`config.mk`:
```
export PLATFORM = sky130hd
export DESIGN_NAME = sd_init_sequencer
export DESIGN_NICKNAME = d
export VERILOG_FILES = /design/src/rtl/sd_init_sequencer.sv
export SDC_FILE = /design/constraint.sdc
export NUM_CORES = 1
export LEC_CHECK = 0
export ABC_AREA = 0
export CORE_MARGIN = 2
export CORE_UTILIZATION = 45
export DETAILED_ROUTE_END_ITERATION = 10
export DONT_BUFFER_PORTS = 1
export GPL_TIMING_DRIVEN = 0
export PLACE_DENSITY = 0.58
export SETUP_SLACK_MARGIN = 0.1
export SYNTH_ARGS = -nofsm -noshare
export SYNTH_HDL_FRONTEND = slang
export SYNTH_SLANG_ARGS = --single-unit
```
`constraint.sdc`:
```
create_clock -name clock -period 4.8 [get_ports clock]
set_input_delay 0.96 -clock clock [delete_from_list [all_inputs] [get_ports clock]]
set_output_delay 0.96 -clock clock [all_outputs]
set_load 0.01 [all_outputs]
```
`src/rtl/sd_init_sequencer.sv`:
```
// sd_init_sequencer: host-side SD card identification sequencer.
// Steps the card through CMD0, CMD8, CMD55/ACMD41 (with retries), CMD2 and CMD3.
// It drives the command controller one command at a time and reports RCA,
// capacity class and the pass/fail result.
module sd_init_sequencer #(
    parameter int unsigned ACMD41_RETRIES = 1000,
    parameter int unsigned RETRY_GAP      = 1024,
    parameter int unsigned WAIT_LIMIT     = 65535
) (
    input  logic        clock,
    input  logic        reset,
    input  logic        start,
    input  logic [31:0] ocr_arg,
    output logic        cmd_new,
    output logic [5:0]  cmd_index,
    output logic [31:0] cmd_argument,
    input  logic        cmd_done,
    input  logic [31:0] cmd_response,
    input  logic        cmd_timeout,
    output logic        busy,
    output logic        init_done,
    output logic        init_error,
    output logic [2:0]  error_code,
    output logic [15:0] rca,
    output logic        ccs,
    output logic        v2_card
);

    // One down-counter is shared by the response wait and the retry gap.
    localparam int unsigned CNT_MAX = (WAIT_LIMIT > RETRY_GAP) ? WAIT_LIMIT : RETRY_GAP;
    localparam int CNT_W = $clog2(CNT_MAX + 1);
    localparam int RTY_W = $clog2(ACMD41_RETRIES + 1);

    localparam logic [2:0] ERR_NONE  = 3'd0;
    localparam logic [2:0] ERR_CMD   = 3'd1;
    localparam logic [2:0] ERR_ECHO  = 3'd2;
    localparam logic [2:0] ERR_RETRY = 3'd3;
    localparam logic [2:0] ERR_WAIT  = 3'd4;

    typedef enum logic [2:0] {
        S_IDLE, S_ISSUE, S_WAIT, S_GAP, S_DONE, S_ERROR
    } state_t;

    typedef enum logic [2:0] {
        STEP_CMD0, STEP_CMD8, STEP_CMD55, STEP_ACMD41, STEP_CMD2, STEP_CMD3
    } step_t;

    state_t             r_state, w_state_nxt;
    step_t              r_step, w_step_nxt;
    logic [CNT_W-1:0]   r_cnt, w_cnt_nxt;
    logic [RTY_W-1:0]   r_retry, w_retry_nxt, w_retry_inc;
    logic [2:0]         r_error_code, w_err_nxt;
    logic [15:0]        r_rca, w_rca_nxt;
    logic               r_ccs, w_ccs_nxt;
    logic               r_v2, w_v2_nxt;
    logic [5:0]         r_cmd_index, w_idx_nxt;
    logic [31:0]        r_cmd_arg, w_arg_nxt;
    logic               w_unused_resp;

    // Response bits [15:12] carry nothing this sequencer acts on.
    assign w_unused_resp = ^cmd_response[15:12];

    // State and datapath registers; everything clears on reset.
    always_ff @(posedge clock or posedge reset) begin
        if (reset) begin
            r_state      <= S_IDLE;
            r_step       <= STEP_CMD0;
            r_cnt        <= '0;
            r_retry      <= '0;
            r_error_code <= ERR_NONE;
            r_rca        <= '0;
            r_ccs        <= 1'b0;
            r_v2         <= 1'b0;
            r_cmd_index  <= '0;
            r_cmd_arg    <= '0;
        end else begin
            // NOTE: non-blocking assignments so every register samples the pre-edge values.
            r_state      <= w_state_nxt;
            r_step       <= w_step_nxt;
            r_cnt        <= w_cnt_nxt;
            r_retry      <= w_retry_nxt;
            r_error_code <= w_err_nxt;
            r_rca        <= w_rca_nxt;
            r_ccs        <= w_ccs_nxt;
            r_v2         <= w_v2_nxt;
            r_cmd_index  <= w_idx_nxt;
            r_cmd_arg    <= w_arg_nxt;
        end
    end

    // Next-state, step sequencing, counters and result latching.
    always_comb begin
        // NOTE: every target gets a hold default first, so no path can infer a latch.
        w_state_nxt = r_state;
        w_step_nxt  = r_step;
        w_cnt_nxt   = r_cnt;
        w_retry_nxt = r_retry;
        w_err_nxt   = r_error_code;
        w_rca_nxt   = r_rca;
        w_ccs_nxt   = r_ccs;
        w_v2_nxt    = r_v2;
        w_retry_inc = r_retry + RTY_W'(1);

        case (r_state)
            S_IDLE, S_DONE, S_ERROR: begin
                if (start) begin
                    w_state_nxt = S_ISSUE;
                    w_step_nxt  = STEP_CMD0;
                    w_retry_nxt = '0;
                    w_err_nxt   = ERR_NONE;
                    w_rca_nxt   = '0;
                    w_ccs_nxt   = 1'b0;
                    w_v2_nxt    = 1'b0;
                end
            end
            S_ISSUE: begin
                w_state_nxt = S_WAIT;
                w_cnt_nxt   = CNT_W'(WAIT_LIMIT);
            end
            S_WAIT: begin
                if (cmd_done) begin
                    // Most outcomes issue the next command; failures override below.
                    w_state_nxt = S_ISSUE;
                    case (r_step)
                        STEP_CMD0: w_step_nxt = STEP_CMD8;
                        STEP_CMD8: begin
                            if (cmd_timeout) begin
                                w_v2_nxt   = 1'b0;
                                w_step_nxt = STEP_CMD55;
                            end else if (cmd_response[11:0] == 12'h1AA) begin
                                w_v2_nxt   = 1'b1;
                                w_step_nxt = STEP_CMD55;
                            end else begin
                                w_state_nxt = S_ERROR;
                                w_err_nxt   = ERR_ECHO;
                            end
                        end
                        STEP_CMD55: begin
                            if (cmd_timeout) begin
                                w_state_nxt = S_ERROR;
                                w_err_nxt   = ERR_CMD;
                            end else begin
                                w_step_nxt = STEP_ACMD41;
                            end
                        end
                        STEP_ACMD41: begin
                            if (!cmd_timeout && cmd_response[31]) begin
                                w_ccs_nxt  = cmd_response[30];
                                w_step_nxt = STEP_CMD2;
                            end else begin
                                w_retry_nxt = w_retry_inc;
                                if (w_retry_inc == RTY_W'(ACMD41_RETRIES)) begin
                                    w_state_nxt = S_ERROR;
                                    w_err_nxt   = ERR_RETRY;
                                end else begin
                                    w_state_nxt = S_GAP;
                                    w_cnt_nxt   = CNT_W'(RETRY_GAP);
                                end
                            end
                        end
                        STEP_CMD2: begin
                            if (cmd_timeout) begin
                                w_state_nxt = S_ERROR;
                                w_err_nxt   = ERR_CMD;
                            end else begin
                                w_step_nxt = STEP_CMD3;
                            end
                        end
                        STEP_CMD3: begin
                            if (cmd_timeout) begin
                                w_state_nxt = S_ERROR;
                                w_err_nxt   = ERR_CMD;
                            end else begin
                                w_rca_nxt   = cmd_response[31:16];
                                w_state_nxt = S_DONE;
                            end
                        end
                        default: begin
                            w_state_nxt = S_ERROR;
                            w_err_nxt   = ERR_CMD;
                        end
                    endcase
                end else if (r_cnt <= CNT_W'(1)) begin
                    // Last allowed cycle passed without a completion.
                    w_state_nxt = S_ERROR;
                    w_err_nxt   = ERR_WAIT;
                end else begin
                    w_cnt_nxt = r_cnt - CNT_W'(1);
                end
            end
            S_GAP: begin
                if (r_cnt <= CNT_W'(1)) begin
                    w_state_nxt = S_ISSUE;
                    w_step_nxt  = STEP_CMD55;
                end else begin
                    w_cnt_nxt = r_cnt - CNT_W'(1);
                end
            end
            default: w_state_nxt = S_IDLE;
        endcase

        // Command fields are loaded on entry to ISSUE and held until the next issue.
        w_idx_nxt = r_cmd_index;
        w_arg_nxt = r_cmd_arg;
        if (w_state_nxt == S_ISSUE) begin
            case (w_step_nxt)
                STEP_CMD8: begin
                    w_idx_nxt = 6'd8;
                    w_arg_nxt = 32'h0000_01AA;
                end
                STEP_CMD55: begin
                    w_idx_nxt = 6'd55;
                    w_arg_nxt = {w_rca_nxt, 16'h0000};
                end
                STEP_ACMD41: begin
                    w_idx_nxt = 6'd41;
                    w_arg_nxt = ocr_arg;
                    if (!w_v2_nxt) w_arg_nxt[30] = 1'b0;
                end
                STEP_CMD2: begin
                    w_idx_nxt = 6'd2;
                    w_arg_nxt = '0;
                end
                STEP_CMD3: begin
                    w_idx_nxt = 6'd3;
                    w_arg_nxt = '0;
                end
                default: begin
                    w_idx_nxt = 6'd0;
                    w_arg_nxt = '0;
                end
            endcase
        end
    end

    assign cmd_new      = (r_state == S_ISSUE);
    assign cmd_index    = r_cmd_index;
    assign cmd_argument = r_cmd_arg;
    assign busy         = (r_state == S_ISSUE) || (r_state == S_WAIT) || (r_state == S_GAP);
    assign init_done    = (r_state == S_DONE);
    assign init_error   = (r_state == S_ERROR);
    assign error_code   = r_error_code;
    assign rca          = r_rca;
    assign ccs          = r_ccs;
    assign v2_card      = r_v2;

endmodule

```
==> results of run 1 <==
[worst reg2reg max path: cells and delay by family, from the launching register on]
family	cells	cell delay, ns
and+or+nand+nor	4	1.87
buffers and inverters	2	0.53
AOI/OAI and AO/OA	3	0.52
DFF	1	0.44
[Yosys cell counts, types with 10 or more instances]
library cell,instances,area share
sky130_fd_sc_hd__a31oi_1,12,0.016
sky130_fd_sc_hd__a22o_1,14,0.026
sky130_fd_sc_hd__clkbuf_1,22,0.017
sky130_fd_sc_hd__nor2_1,30,0.024
sky130_fd_sc_hd__o2bb2ai_2,10,0.031
sky130_fd_sc_hd__inv_1,15,0.012
sky130_fd_sc_hd__a22oi_1,18,0.028
sky130_fd_sc_hd__o21ai_0,78,0.082
sky130_fd_sc_hd__nand2_1,49,0.038
sky130_fd_sc_hd__nor3_1,10,0.010
sky130_fd_sc_hd__dfrtp_1,90,0.47
sky130_fd_sc_hd__a21oi_1,29,0.030
[metal layers]
layer,wire length [um],up-vias,global-route usage
li1,-,1927,-
met4,101,0,0.0603
met2,6010,92,0.358
met3,910,7,0.0699
met5,0,-,0
met1,5520,1977,0.310
[sequential cells by signal, summed over array words and instances (netlist names), 3 cells and up]
| name | count |
|---|---|
| cmd_argument | 32 |
| r_cnt | 16 |
| rca | 16 |
| error_code | 3 |
| r_state | 3 |
| cmd_index | 5 |
| r_retry | 10 |
| r_step | 3 |
[per-stage QoR]
stage | worst slack [ns] | area (um^2)
3_5_place_dp | 0.633 | 4990
2_1_floorplan | 1.50 | 4790
4_1_cts | 1.01 | 5200
5_1_grt | 0.756 | 5210
6_report | 1.07 | 5210
3_3_place_gp | 0.476 | 4960
[final cells by class]
| cell class | count | area [um^2] | share of cell area |
|---|---|---|---|
| clock buffers | 9 | 124 | 0.0238 |
| inverters | 15 | 58.8 | 0.0113 |
| clock inverters | 7 | 91.3 | 0.0175 |
| flip-flops and latches | 90 | 2250 | 0.432 |
| multi-input cells | 373 | 2330 | 0.447 |
| plain buffers | 35 | 154 | 0.0295 |
| repair buffers | 2 | 32.5 | 0.00624 |
| well taps | 136 | 170 | 0.0327 |
[report_power, final]
group / total, mW / internal (mW) / switching, mW
sequential: 1.24 / 0.985 / 0.258
combinational: 1.50 / 0.548 / 0.948
clock: 0.573 / 0.292 / 0.280
total: 3.31 / 1.83 / 1.49
[logic make-up (layout without fill, tap and decap cells)]
kind of cell,after synthesis,in the layout,synth area share
AOI/OAI and AO/OA,202,202,0.282
xor gates and xnor gates,1,1,0.00183
adders and majority gates,3,3,0.00784
buffers and inverters,50,68,0.0439
DFF,90,90,0.470
muxes,5,5,0.0112
and+or+nand+nor,162,162,0.183
[path summary, 6_finish.rpt]
check                          start                to  slack [ns]  depth (start not counted)
setup / recovery            cmd_done  cmd_argument[19]        1.07                         10
hold / removal                 reset   cmd_argument[0]        0.46                          1
setup reg to reg            r_cnt[4]  cmd_argument[24]        1.37                          9
hold reg to reg            r_cnt[10]         r_cnt[10]        0.51                          1
max in group asynchronous      reset          r_cnt[5]        3.72                          2
min in group clock         r_cnt[10]         r_cnt[10]        0.51                          1
==> flow_summary.html, run 1 <==
<table>
<tr><th>Metric</th><th>Value</th></tr>
<tr><th colspan="2">Setup path</th></tr>
<tr><td>Data required time at the worst endpoint</td><td>5.10 ns</td></tr>
<tr><td>Delay-heaviest family, CP</td><td>simple AND/OR/NAND/NOR gates</td></tr>
<tr><td>Cell-by-cell trace of the critical path</td><td>clkbuf_1, nand4bb_1, clkbuf_1, nor4_1, o21ai_0, nand3_4, or2_2, buf_2, buf_2, o2bb2ai_2</td></tr>
<tr><td>WP buf/inv</td><td>4</td></tr>
<tr><td>Worst Path Class, Setup</td><td>in2reg</td></tr>
<tr><td>Data arrival time of the worst path</td><td>4.03 ns</td></tr>
<tr><td>Biggest cell delay along the critical path</td><td>0.88 ns</td></tr>
<tr><td>Worst path slowest cell</td><td>sky130_fd_sc_hd__nor4_1</td></tr>
<tr><td>Type of element launching the critical path</td><td>input pin</td></tr>
<tr><td>Worst Path Max Fanout</td><td>10</td></tr>
<tr><td>Kind of capture point of the worst setup path</td><td>flip-flop</td></tr>
<tr><th colspan="2">Cells and area</th></tr>
<tr><td>Layout Area Growth over Synthesis</td><td>8.78%</td></tr>
<tr><td>Utilization after layout</td><td>0.505</td></tr>
<tr><td>Final layout net count</td><td>598</td></tr>
<tr><td>Filler Cells Inserted</td><td>995</td></tr>
<tr><td>Highest-count cells in the layout ignoring fill and taps</td><td>90 x sky130_fd_sc_hd__dfrtp_1, 78 x sky130_fd_sc_hd__o21ai_0, 49 x sky130_fd_sc_hd__nand2_1</td></tr>
<tr><td>Most common cell after layout, fill and taps aside</td><td>sky130_fd_sc_hd__dfrtp_1</td></tr>
<tr><td>Antenna diode instance count</td><td>0</td></tr>
<tr><td>Non-filler instance count after layout</td><td>667</td></tr>
<tr><td>Fraction of layout instances using a drive strength above 1</td><td>0.104</td></tr>
<tr><th colspan="2">Pwr</th></tr>
<tr><td>Overall power</td><td>3.31 mW</td></tr>
<tr><td>Power density normalized to cell area</td><td>636 nW/um^2</td></tr>
<tr><td>Max rail drop VDD</td><td>0.316 mV</td></tr>
<tr><td>Static power due to leakage</td><td>2.11 nW</td></tr>
<tr><th colspan="2">Floorplanning</th></tr>
<tr><td>DIE HEIGHT</td><td>107 um</td></tr>
<tr><td>Die ar.</td><td>11500 um^2</td></tr>
<tr><td>Site Rows</td><td>37</td></tr>
<tr><td>Horizontal die dimension</td><td>107 um</td></tr>
<tr><td>Placeable core region</td><td>10300 um^2</td></tr>
<tr><td>Io pins</td><td>132</td></tr>
<tr><td>Starting density of the core</td><td>0.464</td></tr>
<tr><th colspan="2">Synth</th></tr>
<tr><td>Syn Inst Count</td><td>513</td></tr>
<tr><td>Synthesized net count</td><td>585</td></tr>
<tr><td>Synth warnings</td><td>0</td></tr>
<tr><td>Distinct cells, synth</td><td>63</td></tr>
<tr><td>Netlist area before placement</td><td>4790 um^2</td></tr>
<tr><td>Top flip-flop cell by instance count after synthesis</td><td>sky130_fd_sc_hd__dfrtp_1</td></tr>
<tr><td>Fraction of registers with async set or reset after synthesis</td><td>1.00</td></tr>
<tr><td>EDFF count, synth</td><td>0</td></tr>
<tr><td>Flip-flop and latch count after synthesis</td><td>90</td></tr>
<tr><td>Sequential-to-total area share from yosys stat</td><td>0.470</td></tr>
<tr><td>Mean instance size in the synthesized netlist</td><td>9.34 um^2</td></tr>
<tr><th colspan="2">Routing</th></tr>
<tr><td>Remaining antenna violation count</td><td>0</td></tr>
<tr><td>Initial DRT Pass Iterations</td><td>5</td></tr>
<tr><td>WL/cell</td><td>18.8 um</td></tr>
<tr><td>Drt total wl</td><td>12500 um</td></tr>
<tr><td>Detailed-route via count</td><td>4003</td></tr>
<tr><td>Vias per inst</td><td>6.00</td></tr>
<tr><td>Remaining design rule violation count</td><td>0</td></tr>
<tr><td>First-iteration detailed-routing DRC count</td><td>327</td></tr>
<tr><th colspan="2">Clock tree</th></tr>
<tr><td>Worst skew pair latency</td><td>0.37 ns</td></tr>
<tr><td>Clock Sink Count</td><td>90</td></tr>
<tr><td>Clock buffer count from CTS</td><td>9</td></tr>
<tr><td>CTS root buf</td><td>sky130_fd_sc_hd__clkbuf_8</td></tr>
<tr><td>TritonCTS clock tree</td><td>built</td></tr>
<tr><td>PostCTS Resize Cnt</td><td>0</td></tr>
<tr><td>Count of hold-fix buffers inserted at cts</td><td>0</td></tr>
<tr><td>Number of post-CTS setup repair buffers</td><td>0</td></tr>
<tr><td>Htree depth</td><td>3</td></tr>
<tr><td>Clock edge transition at the registers on the reported setup and hold paths</td><td>0.09 ns</td></tr>
<tr><td>Deepest clock path buffer count</td><td>2</td></tr>
<tr><th colspan="2">Timing</th></tr>
<tr><td>Final Cycle Share</td><td>0.777</td></tr>
<tr><td>Fin Setup TNS</td><td>0 ns</td></tr>
<tr><td>Rel. slew slack</td><td>0.344</td></tr>
<tr><td>Number of setup violations in the final report</td><td>0</td></tr>
<tr><td>Min cycle time layout</td><td>3.73 ns</td></tr>
<tr><td>Maximum clock frequency</td><td>268 MHz</td></tr>
<tr><td>Number of endpoints with negative hold slack in the final report</td><td>0</td></tr>
<tr><td>Final slew viol count</td><td>0</td></tr>
<tr><td>Actual slew at the worst max-slew pin</td><td>0.975 ns</td></tr>
<tr><td>Unrepaired setup endpoints after global routing</td><td>false</td></tr>
<tr><td>Hold WS</td><td>0.457 ns</td></tr>
<tr><td>Post-route clock skew</td><td>0.0119 ns</td></tr>
<tr><th colspan="2">GRT</th></tr>
<tr><td>Initial antenna violation count</td><td>0</td></tr>
<tr><td>Pin count of the biggest net entering global routing</td><td>61</td></tr>
<tr><td>Total GRT Usage</td><td>0.229</td></tr>
<tr><td>Global-route wire length before repair</td><td>20600 um</td></tr>
<tr><td>Total congestion overflow</td><td>0</td></tr>
<tr><td>Via count of the first global-routing pass</td><td>3956</td></tr>
<tr><th colspan="2">Place</th></tr>
<tr><td>Buffers on Ports</td><td>0</td></tr>
<tr><td>Number of cells after detailed placement</td><td>650</td></tr>
<tr><td>Routability cong.</td><td>0.871</td></tr>
<tr><td>Half-perimeter wire length after detailed placement</td><td>9250 um</td></tr>
<tr><th colspan="2">Worst hold path</th></tr>
<tr><td>Class of the worst hold path</td><td>in2async</td></tr>
<tr><th colspan="2">Run status</th></tr>
<tr><td>Status</td><td>completed</td></tr>
<tr><th colspan="2">Flow run</th></tr>
<tr><td>Max-cap violations</td><td>0</td></tr>
</table>
No activity file was read; power rests on OpenSTA's default activity.
==> run 2: changes to the inputs <==
Clock period 4.8 ns to 3.8 ns, I/O delays scaled along.
==> run 2 against run 1 <==
- critical path type is now reg2reg
- combinational power is 26% higher
- worst setup slack worse by 0.73 ns
- core utilization is 0.061 points higher
- design area increased by 0.12%
- flip-flop and latch count did not move
- non-clock buffer count did not move
==> flow_summary.html, run 2 (synthesis results as in run 1) <==
<table>
<tr><th>Metric</th><th>Value</th></tr>
<tr><th colspan="2">Timing</th></tr>
<tr><td>Fin Setup TNS</td><td>0 ns</td></tr>
<tr><td>Number of endpoints with negative hold slack in the final report</td><td>0</td></tr>
<tr><td>Maximum clock frequency</td><td>289 MHz</td></tr>
<tr><td>Number of setup violations in the final report</td><td>0</td></tr>
<tr><td>Unrepaired setup endpoints after global routing</td><td>false</td></tr>
<tr><td>Hold WS</td><td>0.261 ns</td></tr>
<tr><td>Final setup slack of the worst path</td><td>0.340 ns</td></tr>
<tr><td>Final Cycle Share</td><td>0.910</td></tr>
<tr><td>Actual slew at the worst max-slew pin</td><td>0.944 ns</td></tr>
<tr><td>Post-route clock skew</td><td>0.0115 ns</td></tr>
<tr><td>Min cycle time layout</td><td>3.46 ns</td></tr>
<tr><td>Rel. slew slack</td><td>0.366</td></tr>
<tr><td>Final slew viol count</td><td>0</td></tr>
<tr><th colspan="2">Place</th></tr>
<tr><td>Standard cell area after detailed placement</td><td>4990 um^2</td></tr>
<tr><td>Placement Setup Slack</td><td>-0.167 ns</td></tr>
<tr><td>Buffers on Ports</td><td>0</td></tr>
<tr><td>Half-perimeter wire length after detailed placement</td><td>9250 um</td></tr>
<tr><td>Routability cong.</td><td>0.871</td></tr>
<tr><td>Number of cells after detailed placement</td><td>650</td></tr>
<tr><th colspan="2">Setup path</th></tr>
<tr><td>Cell-by-cell trace of the critical path</td><td>or4_1, nor2_1, nand4_1, a31o_2, buf_2, nor3_1, buf_2, a22oi_1, o2bb2ai_2</td></tr>
<tr><td>Type of element launching the critical path</td><td>flip-flop</td></tr>
<tr><td>WP buf/inv</td><td>2</td></tr>
<tr><td>Biggest cell delay along the critical path</td><td>0.74 ns</td></tr>
<tr><td>Most prevalent standard cell on the critical path</td><td>sky130_fd_sc_hd__buf_2</td></tr>
<tr><td>Data required time at the worst endpoint</td><td>4.10 ns</td></tr>
<tr><td>Worst Path Class, Setup</td><td>reg2reg</td></tr>
<tr><td>Worst Path Max Fanout</td><td>10</td></tr>
<tr><td>Worst path slowest cell</td><td>sky130_fd_sc_hd__nor3_1</td></tr>
<tr><td>Data arrival time of the worst path</td><td>3.76 ns</td></tr>
<tr><td>Delay-heaviest family, CP</td><td>simple AND/OR/NAND/NOR gates</td></tr>
<tr><td>Kind of capture point of the worst setup path</td><td>flip-flop</td></tr>
<tr><th colspan="2">Pwr</th></tr>
<tr><td>Static power due to leakage</td><td>2.11 nW</td></tr>
<tr><td>Max rail drop VDD</td><td>0.400 mV</td></tr>
<tr><td>Overall power</td><td>4.19 mW</td></tr>
<tr><td>Power density normalized to cell area</td><td>803 nW/um^2</td></tr>
<tr><th colspan="2">Cells and area</th></tr>
<tr><td>Antenna diode instance count</td><td>0</td></tr>
<tr><td>Highest-count cells in the layout ignoring fill and taps</td><td>90 x sky130_fd_sc_hd__dfrtp_1, 78 x sky130_fd_sc_hd__o21ai_0, 49 x sky130_fd_sc_hd__nand2_1</td></tr>
<tr><td>Layout Cell Area excl Fill</td><td>5220 um^2</td></tr>
<tr><td>Layout Area Growth over Synthesis</td><td>8.91%</td></tr>
<tr><td>Fraction of layout instances using a drive strength above 1</td><td>0.105</td></tr>
<tr><td>Final layout net count</td><td>598</td></tr>
<tr><td>Non-filler instance count after layout</td><td>667</td></tr>
<tr><td>Utilization after layout</td><td>0.505</td></tr>
<tr><td>Filler Cells Inserted</td><td>993</td></tr>
<tr><td>Largest register FFs</td><td>32</td></tr>
<tr><td>Most common cell after layout, fill and taps aside</td><td>sky130_fd_sc_hd__dfrtp_1</td></tr>
<tr><th colspan="2">Routing</th></tr>
<tr><td>Remaining antenna violation count</td><td>0</td></tr>
<tr><td>WL/cell</td><td>18.8 um</td></tr>
<tr><td>Vias per inst</td><td>6.03</td></tr>
<tr><td>Remaining design rule violation count</td><td>0</td></tr>
<tr><td>First-iteration detailed-routing DRC count</td><td>339</td></tr>
<tr><td>Detailed-route via count</td><td>4022</td></tr>
<tr><td>Drt total wl</td><td>12500 um</td></tr>
<tr><td>Initial DRT Pass Iterations</td><td>5</td></tr>
<tr><th colspan="2">Clock tree</th></tr>
<tr><td>CTS root buf</td><td>sky130_fd_sc_hd__clkbuf_8</td></tr>
<tr><td>Clock buffer count from CTS</td><td>9</td></tr>
<tr><td>TritonCTS clock tree</td><td>built</td></tr>
<tr><td>Clock edge transition at the registers on the reported setup and hold paths</td><td>0.09 ns</td></tr>
<tr><td>Htree depth</td><td>3</td></tr>
<tr><td>Worst skew pair latency</td><td>0.37 ns</td></tr>
<tr><td>Deepest clock path buffer count</td><td>2</td></tr>
<tr><td>Clock Sink Count</td><td>90</td></tr>
<tr><th colspan="2">Floorplanning</th></tr>
<tr><td>Die ar.</td><td>11500 um^2</td></tr>
<tr><td>Io pins</td><td>132</td></tr>
<tr><td>Placeable core region</td><td>10300 um^2</td></tr>
<tr><td>Site Rows</td><td>37</td></tr>
<tr><td>Horizontal die dimension</td><td>107 um</td></tr>
<tr><td>Starting density of the core</td><td>0.464</td></tr>
<tr><td>DIE HEIGHT</td><td>107 um</td></tr>
<tr><th colspan="2">GRT</th></tr>
<tr><td>Pin count of the biggest net entering global routing</td><td>61</td></tr>
<tr><td>Via count of the first global-routing pass</td><td>3956</td></tr>
<tr><td>Total GRT Usage</td><td>0.229</td></tr>
<tr><td>Global-route wire length before repair</td><td>20600 um</td></tr>
<tr><td>Total congestion overflow</td><td>0</td></tr>
<tr><td>Initial antenna violation count</td><td>0</td></tr>
<tr><th colspan="2">Run status</th></tr>
<tr><td>Status</td><td>completed</td></tr>
<tr><th colspan="2">Flow run</th></tr>
<tr><td>Max-cap violations</td><td>0</td></tr>
<tr><th colspan="2">Worst hold path</th></tr>
<tr><td>Class of the worst hold path</td><td>in2async</td></tr>
</table>
run 2: final timing paths:
path | cells past startpoint | startpoint | endpoint | slack (ns)
worst max register to register | 9 | r_cnt[4] | cmd_argument[24] | 0.34
max in group asynchronous | 2 | reset | r_retry[1] | 2.92
min in group clock | 1 | r_cnt[10] | r_cnt[10] | 0.51
worst min-delay path | 1 | reset | cmd_argument[0] | 0.26
worst max-delay path | 9 | r_cnt[4] | cmd_argument[24] | 0.34
worst min register to register | 1 | r_cnt[10] | r_cnt[10] | 0.51
run 2: final cells by class:
class	count	area (um^2)	share of cell area
clock inverters	7	91.3	0.0175
inverters	15	58.8	0.0113
repair buffers	2	32.5	0.00624
well taps	136	170	0.0326
clock buffers	9	124	0.0237
plain buffers	35	154	0.0295
flip-flops and latches	90	2250	0.432
multi-input cells	373	2330	0.447
run 2: per-layer routing:
layer  global-route usage  share of wire
met1                0.310           0.44
met2                0.358           0.48
met3               0.0699          0.072
met4               0.0603         0.0081
met5                    0              0
run 2: where the power goes:
| group | internal [mW] | total [mW] | leakage (nW) | switching, mW |
|---|---|---|---|---|
| Clock | 0.369 | 0.725 | 0.109 | 0.356 |
| Combinational | 0.693 | 1.89 | 0.811 | 1.20 |
| Sequential | 1.24 | 1.57 | 1.18 | 0.326 |
run 2: worst register-to-register path: cells and delay by family, from the launching register on:
kind | cells | cell delay (ns)
and+or+nand+nor | 4 | 1.91
buffers and inverters | 2 | 0.53
AOI/OAI and AO/OA | 3 | 0.52
DFF | 1 | 0.44
run 2: repair_timing:
action                                  4_1_cts  5_1_grt
buffers inserted                              0        0
endpoints found under the setup margin        0       33
gates resized for setup                       0        1
hold buffers                                  0        0
